File: config.mk
export PLATFORM = sky130hd
export DESIGN_NAME = fetch_ctrl_flat
export DESIGN_NICKNAME = d
export VERILOG_FILES = /design/src/rtl/fetch_ctrl_if.sv /design/src/rtl/fetch_ctrl.sv /design/src/flat_wrapper.sv
export SDC_FILE = /design/constraint.sdc
export NUM_CORES = 1
export LEC_CHECK = 0
export ABC_AREA = 1
export CORE_MARGIN = 5
export CORE_UTILIZATION = 43
export CTS_BUF_LIST = sky130_fd_sc_hd__clkbuf_4 sky130_fd_sc_hd__clkbuf_8 sky130_fd_sc_hd__clkbuf_16
export CTS_CLUSTER_SIZE = 24
export DETAILED_ROUTE_END_ITERATION = 8
export PLACE_DENSITY = 0.82
export SLEW_MARGIN = 20
export SYNTH_ARGS = -nofsm -noshare
export SYNTH_HDL_FRONTEND = slang
export SYNTH_SLANG_ARGS = --single-unit
File: constraint.sdc
create_clock -name clk -period 4 [get_ports clk]
set_input_delay 0.6 -clock clk [delete_from_list [all_inputs] [get_ports clk]]
set_output_delay 0.6 -clock clk [all_outputs]
set_load 0.02 [all_outputs]
File: src/rtl/fetch_ctrl_if.sv
// Fetch-controller bus: branch redirect and credit inputs, icache fetch group
// and decode-stage outputs. fetch_ctrl connects on the master modport.
interface fetch_ctrl_if;
   logic        is_jump;
   logic [15:0] jump_target;
   logic [3:0]  jump_rob_idx;
   logic [3:0]  ibuf_free;
   logic [4:0]  rob_free;
   logic [63:0] fetch_pc;
   logic [3:0]  fetch_valid;
   logic [2:0]  num_fetch;
   logic [3:0]  dec_valid;
   logic [3:0]  dec_rob_base;
   logic        squash;
   logic [15:0] stall_cnt;

   modport master (
      input  is_jump, jump_target, jump_rob_idx, ibuf_free, rob_free,
      output fetch_pc, fetch_valid, num_fetch, dec_valid, dec_rob_base, squash, stall_cnt
   );

   modport slave (
      output is_jump, jump_target, jump_rob_idx, ibuf_free, rob_free,
      input  fetch_pc, fetch_valid, num_fetch, dec_valid, dec_rob_base, squash, stall_cnt
   );
endinterface

File: src/rtl/fetch_ctrl.sv
// Front-end fetch sequencer: owns the fetch PC, sizes each group by ibuf/ROB
// credits, allocates ROB tags and squashes the decode group on redirects.
module fetch_ctrl #(
   parameter logic [15:0] RESET_PC = 16'h0000
) (
   input logic          clk,
   input logic          rst_n,
   fetch_ctrl_if.master bus
);
   localparam int FETCH_W = 4;
   localparam int PC_W    = 16;
   localparam int TAG_W   = 4;

   typedef enum logic [1:0] {IDLE, RUN, HOLD, REDIRECT} state_t;

   state_t             state, state_nxt;
   logic [PC_W-1:0]    pc;
   logic [TAG_W-1:0]   tail;
   logic [FETCH_W-1:0] dec_valid;
   logic [TAG_W-1:0]   dec_rob_base;
   logic               squash;
   logic [15:0]        stall_cnt;

   logic               jump_taken;
   logic [4:0]         credit;
   logic [2:0]         n;
   logic [FETCH_W-1:0] fetch_valid;
   logic [63:0]        fetch_pc;

   // Redirects are only honoured once the sequencer has left IDLE.
   assign jump_taken = (state != IDLE) && bus.is_jump;

   // NOTE: every always_comb output gets a default first so no path infers a latch.
   always_comb begin
      credit = {1'b0, bus.ibuf_free};
      if (bus.rob_free < credit) credit = bus.rob_free;
      if (credit > 5'd4)         credit = 5'd4;
      n = ((state != IDLE) && !bus.is_jump) ? credit[2:0] : 3'd0;

      fetch_valid = '0;
      fetch_pc    = '0;
      for (int i = 0; i < FETCH_W; i++) begin
         fetch_valid[i]        = (3'(i) < n);
         fetch_pc[16*i +: 16]  = pc + PC_W'(2 * i);
      end
   end

   always_comb begin
      state_nxt = state;
      case (state)
         IDLE:    state_nxt = RUN;
         default: begin
            if (bus.is_jump)  state_nxt = REDIRECT;
            else if (n == 0)  state_nxt = HOLD;
            else              state_nxt = RUN;
         end
      endcase
   end

   // NOTE: sequential state uses non-blocking assignments only; reset is synchronous.
   always_ff @(posedge clk) begin
      if (!rst_n) begin
         state        <= IDLE;
         pc           <= RESET_PC;
         tail         <= '0;
         dec_valid    <= '0;
         dec_rob_base <= '0;
         squash       <= 1'b0;
         stall_cnt    <= '0;
      end else begin
         state  <= state_nxt;
         squash <= 1'b0;
         if (jump_taken) begin
            pc        <= bus.jump_target;
            tail      <= bus.jump_rob_idx + TAG_W'(1);
            squash    <= 1'b1;
            dec_valid <= '0;
         end else if (n != 0) begin
            pc           <= pc + PC_W'({n, 1'b0});
            tail         <= tail + TAG_W'(n);
            dec_rob_base <= tail;
            dec_valid    <= fetch_valid;
         end else begin
            dec_valid <= '0;
         end
         // Counted on the edge into each HOLD cycle, so the value seen in HOLD includes it.
         if (state_nxt == HOLD && stall_cnt != 16'hFFFF)
            stall_cnt <= stall_cnt + 16'd1;
      end
   end

   assign bus.fetch_pc     = fetch_pc;
   assign bus.fetch_valid  = fetch_valid;
   assign bus.num_fetch    = n;
   assign bus.dec_valid    = dec_valid;
   assign bus.dec_rob_base = dec_rob_base;
   assign bus.squash       = squash;
   assign bus.stall_cnt    = stall_cnt;
endmodule

File: src/flat_wrapper.sv
// flat-port wrapper written by rule: the top's interface ports become plain ports
module fetch_ctrl_flat 
#(
   parameter logic [15:0] RESET_PC = 16'h0000
)
  (clk, rst_n, bus_is_jump, bus_jump_target, bus_jump_rob_idx, bus_ibuf_free, bus_rob_free, bus_fetch_pc, bus_fetch_valid, bus_num_fetch, bus_dec_valid, bus_dec_rob_base, bus_squash, bus_stall_cnt);
  fetch_ctrl_if bus_i ();
  input logic clk;
  input logic rst_n;
  input wire logic [$bits(bus_i.is_jump)-1:0] bus_is_jump;
  input wire logic [$bits(bus_i.jump_target)-1:0] bus_jump_target;
  input wire logic [$bits(bus_i.jump_rob_idx)-1:0] bus_jump_rob_idx;
  input wire logic [$bits(bus_i.ibuf_free)-1:0] bus_ibuf_free;
  input wire logic [$bits(bus_i.rob_free)-1:0] bus_rob_free;
  output wire logic [$bits(bus_i.fetch_pc)-1:0] bus_fetch_pc;
  output wire logic [$bits(bus_i.fetch_valid)-1:0] bus_fetch_valid;
  output wire logic [$bits(bus_i.num_fetch)-1:0] bus_num_fetch;
  output wire logic [$bits(bus_i.dec_valid)-1:0] bus_dec_valid;
  output wire logic [$bits(bus_i.dec_rob_base)-1:0] bus_dec_rob_base;
  output wire logic [$bits(bus_i.squash)-1:0] bus_squash;
  output wire logic [$bits(bus_i.stall_cnt)-1:0] bus_stall_cnt;
  assign bus_i.is_jump = bus_is_jump;
  assign bus_i.jump_target = bus_jump_target;
  assign bus_i.jump_rob_idx = bus_jump_rob_idx;
  assign bus_i.ibuf_free = bus_ibuf_free;
  assign bus_i.rob_free = bus_rob_free;
  assign bus_fetch_pc = bus_i.fetch_pc;
  assign bus_fetch_valid = bus_i.fetch_valid;
  assign bus_num_fetch = bus_i.num_fetch;
  assign bus_dec_valid = bus_i.dec_valid;
  assign bus_dec_rob_base = bus_i.dec_rob_base;
  assign bus_squash = bus_i.squash;
  assign bus_stall_cnt = bus_i.stall_cnt;
  fetch_ctrl #(.RESET_PC(RESET_PC)) u_core (.clk(clk), .rst_n(rst_n), .bus(bus_i));
endmodule
==> out/metrics.yaml <==
area_growth_pct: 38.21
synth_area_mm2: 0.003700
whs_ps: 499.3
htreeDepth: 2
pin_count: 128
numPortBuffers: 127
drv_slew: 0
final_common_cell: "nand2_1"
core-area_mm2: 0.008299
cts_tree: "done"
grt-ovfl-total: 0
grt_pass1_wl_um: 17970
worstPathMaxFanout: 12
synth_edf_count: 0
die_h_um: 102.8
fmax_mhz: 266.1
layout_common_cells: "134 x nand2_1, 126 x clkdlybuf4s50_1, 62 x inv_1, 57 x xor2_1, 53 x nor2_1"
p_leak_nw: 2.144
final_cells: 772
dp_hpwl_um: 8760
fin_ws_ps: 242.5
syn_nets: 604
firstDrtPassIters: 5
antenna_found_initial: 0
grt_pass1_vias: 3791
post_drt_via_cell_ratio: 5.097
peakVddDrop_mv: 0.1770
globalplace.congestion: 0.9141
worstPathArrival_ps: 3160
drt_iter0_markers: 200
rsz0062_at_grt: "false"
ys.warnings.count: 0
setup_viol: 0
grt_usage_pct: 21.03
synth-seq-cells: 47
power_density_mw_per_mm2: 272.5
cts_hold_buffers: 0
root_buffer: "clkbuf_8"
dp_cells: 764
nets: 715
critPathMaxStageDelay_ps: 600
n_fill_cell: 781
insertion_delay_ps: 300
critPathKind: "input port to output port"
netlist_instances: 555
num_vias: 3935
netlist.area_leader.share_pct: 25.43
wl_um: 11220
ys.flop_type: "dfxtp_1"
grt_start_max_net_pins: 30
cts-root-to-sink-buffers: 2
cp_slowest_cell: "clkdlybuf4s50_1"
skew_ps: 8.731
place_ws_ps: -65.37
worstPathRequired_ps: 3400
ant_nets: 0
status: "finished clean"
ctsResizeCount: 0
async_flop_share_pct: 0
start_kind: "input port"
crit_path_end_kind: "output port"
start_util_pct: 44.58
drive_gt1_share_pct: 5.397
syn_avg_cell_area_um2: 6.666
route.detailed.drc: 0
die_area_mm2: 0.01056
crit_path_cell_trace: "clkdlybuf4s50_1 -> inv_1 -> ha_1 -> inv_1 -> nor2_2 -> nand3_2 -> nand3_4 -> nand2_1 -> o21ai_2 -> nand2_1 -> nor2_4 -> buf_4 -> inv_1 -> nand2_2 -> clkdlybuf4s50_1"
diodes: 0
die_w_um: 102.8
postCtsSetupRepairBufs: 0
numCtsBuffers: 5
worst_pin_slew_ps: 855.2
yosys-top-cells-area: "dfxtp_1 25%, nand2_1 14%, xor2_1 13%"
fin_crit_sh_pct: 93.94
finalHoldViolations: 0
cp_top_family: "buffers and inverters"
drv_cap: 0
clkSlewWorstSetupHoldPaths_ps: 80
fin_setup_tns_ps: 0
wire_per_inst_um: 14.53
ys_types: 36
hold_class: "flip-flop to flip-flop"
cts.sinks: 47
max_slew_margin_pct: 42.56
fin_crit_ps: 3757
synth_seq_area_share_pct: 25.43
cp_num_buf_inv: 6
power_mw: 1.393
yosys.area.top_type: "dfxtp_1"
rows: 33
cpMostUsedCell: "inv_1"
==> registers in the layout, indices dropped and copies added, names as in the netlist <==
name and flops:
u_core.bus.squash 1, u_core.bus.dec_rob_base 4, u_core.state 2, u_core.tail 4, u_core.bus.stall_cnt 16, u_core.bus.dec_valid 4
u_core.pc 16
==> cell families after synthesis <==
logic type / synth area share, %
flip-flops: 25.43
XOR/XNOR: 15.15
multiplexers: 0.5411
adder cells (fa/ha/maj): 6.155
AND/OR/NAND/NOR: 31.48
buffers and inverters: 10.99
AO/OA/AOI/OAI: 10.25
==> report_power, final <==
| group | internal [mW] | switching [mW] | total (mW) |
|---|---|---|---|
| sequential | 0.496 | 0.0422 | 0.538 |
| combinational | 0.237 | 0.296 | 0.533 |
| clock | 0.165 | 0.157 | 0.322 |
| total | 0.898 | 0.495 | 1.39 |
==> final cells by class <==
cell class / count / area [µm²] / share of cell area [%]
clock buffers: 8 / 103.9 / 2.031
inverters: 63 / 236.5 / 4.624
multi-input cells: 414 / 2367 / 46.29
flip-flops and latches: 47 / 940.9 / 18.40
well taps: 105 / 131.4 / 2.569
repair buffers: 135 / 1334 / 26.08
==> Yosys cell counts, drive strengths merged, types with 7 or more instances <==
library cell,count
nand3,34
buf,14
nand2,138
nor2,60
nand4,8
nor3,12
clkbuf,17
a21oi,27
dfxtp,47
xor2,57
ha,15
o21ai,41
xnor2,7
inv,63
==> path summary, 6_finish.rpt <==
kind,startpoint,end,slack [ps],cells after the start
max,bus_ibuf_free[3],bus_fetch_valid[0],240,15
max reg2reg,u_core.state[0],u_core.pc[15],1200,17
min reg2reg,u_core.bus.dec_rob_base[3],u_core.bus.dec_rob_base[3],500,2
min,u_core.bus.dec_rob_base[3],u_core.bus.dec_rob_base[3],500,2
==> metrics by stage <==
step | utilization (%) | area (µm²)
4_1_cts | 61.45 | 5100
3_5_place_dp | 60.20 | 4996
3_3_place_gp | 60.20 | 4996
6_report | 61.62 | 5114
2_1_floorplan | - | 3700
5_1_grt | 61.62 | 5114
==> metal layers <==
layer	GRT usage (%)	up-vias	share of wire, %
li1	-	1970	-
met1	27.76	1808	43
met2	35.10	142	48
met3	3.654	15	6.8
met4	6.474	0	1.8
met5	0	-	0
==> tightest hold or removal path, stage by stage (launching register included) <==
cell     delay, ps
dfxtp_1        340
nor2_1          50
nor2_1          80
Note: power is estimated with default switching activity, not from simulation.
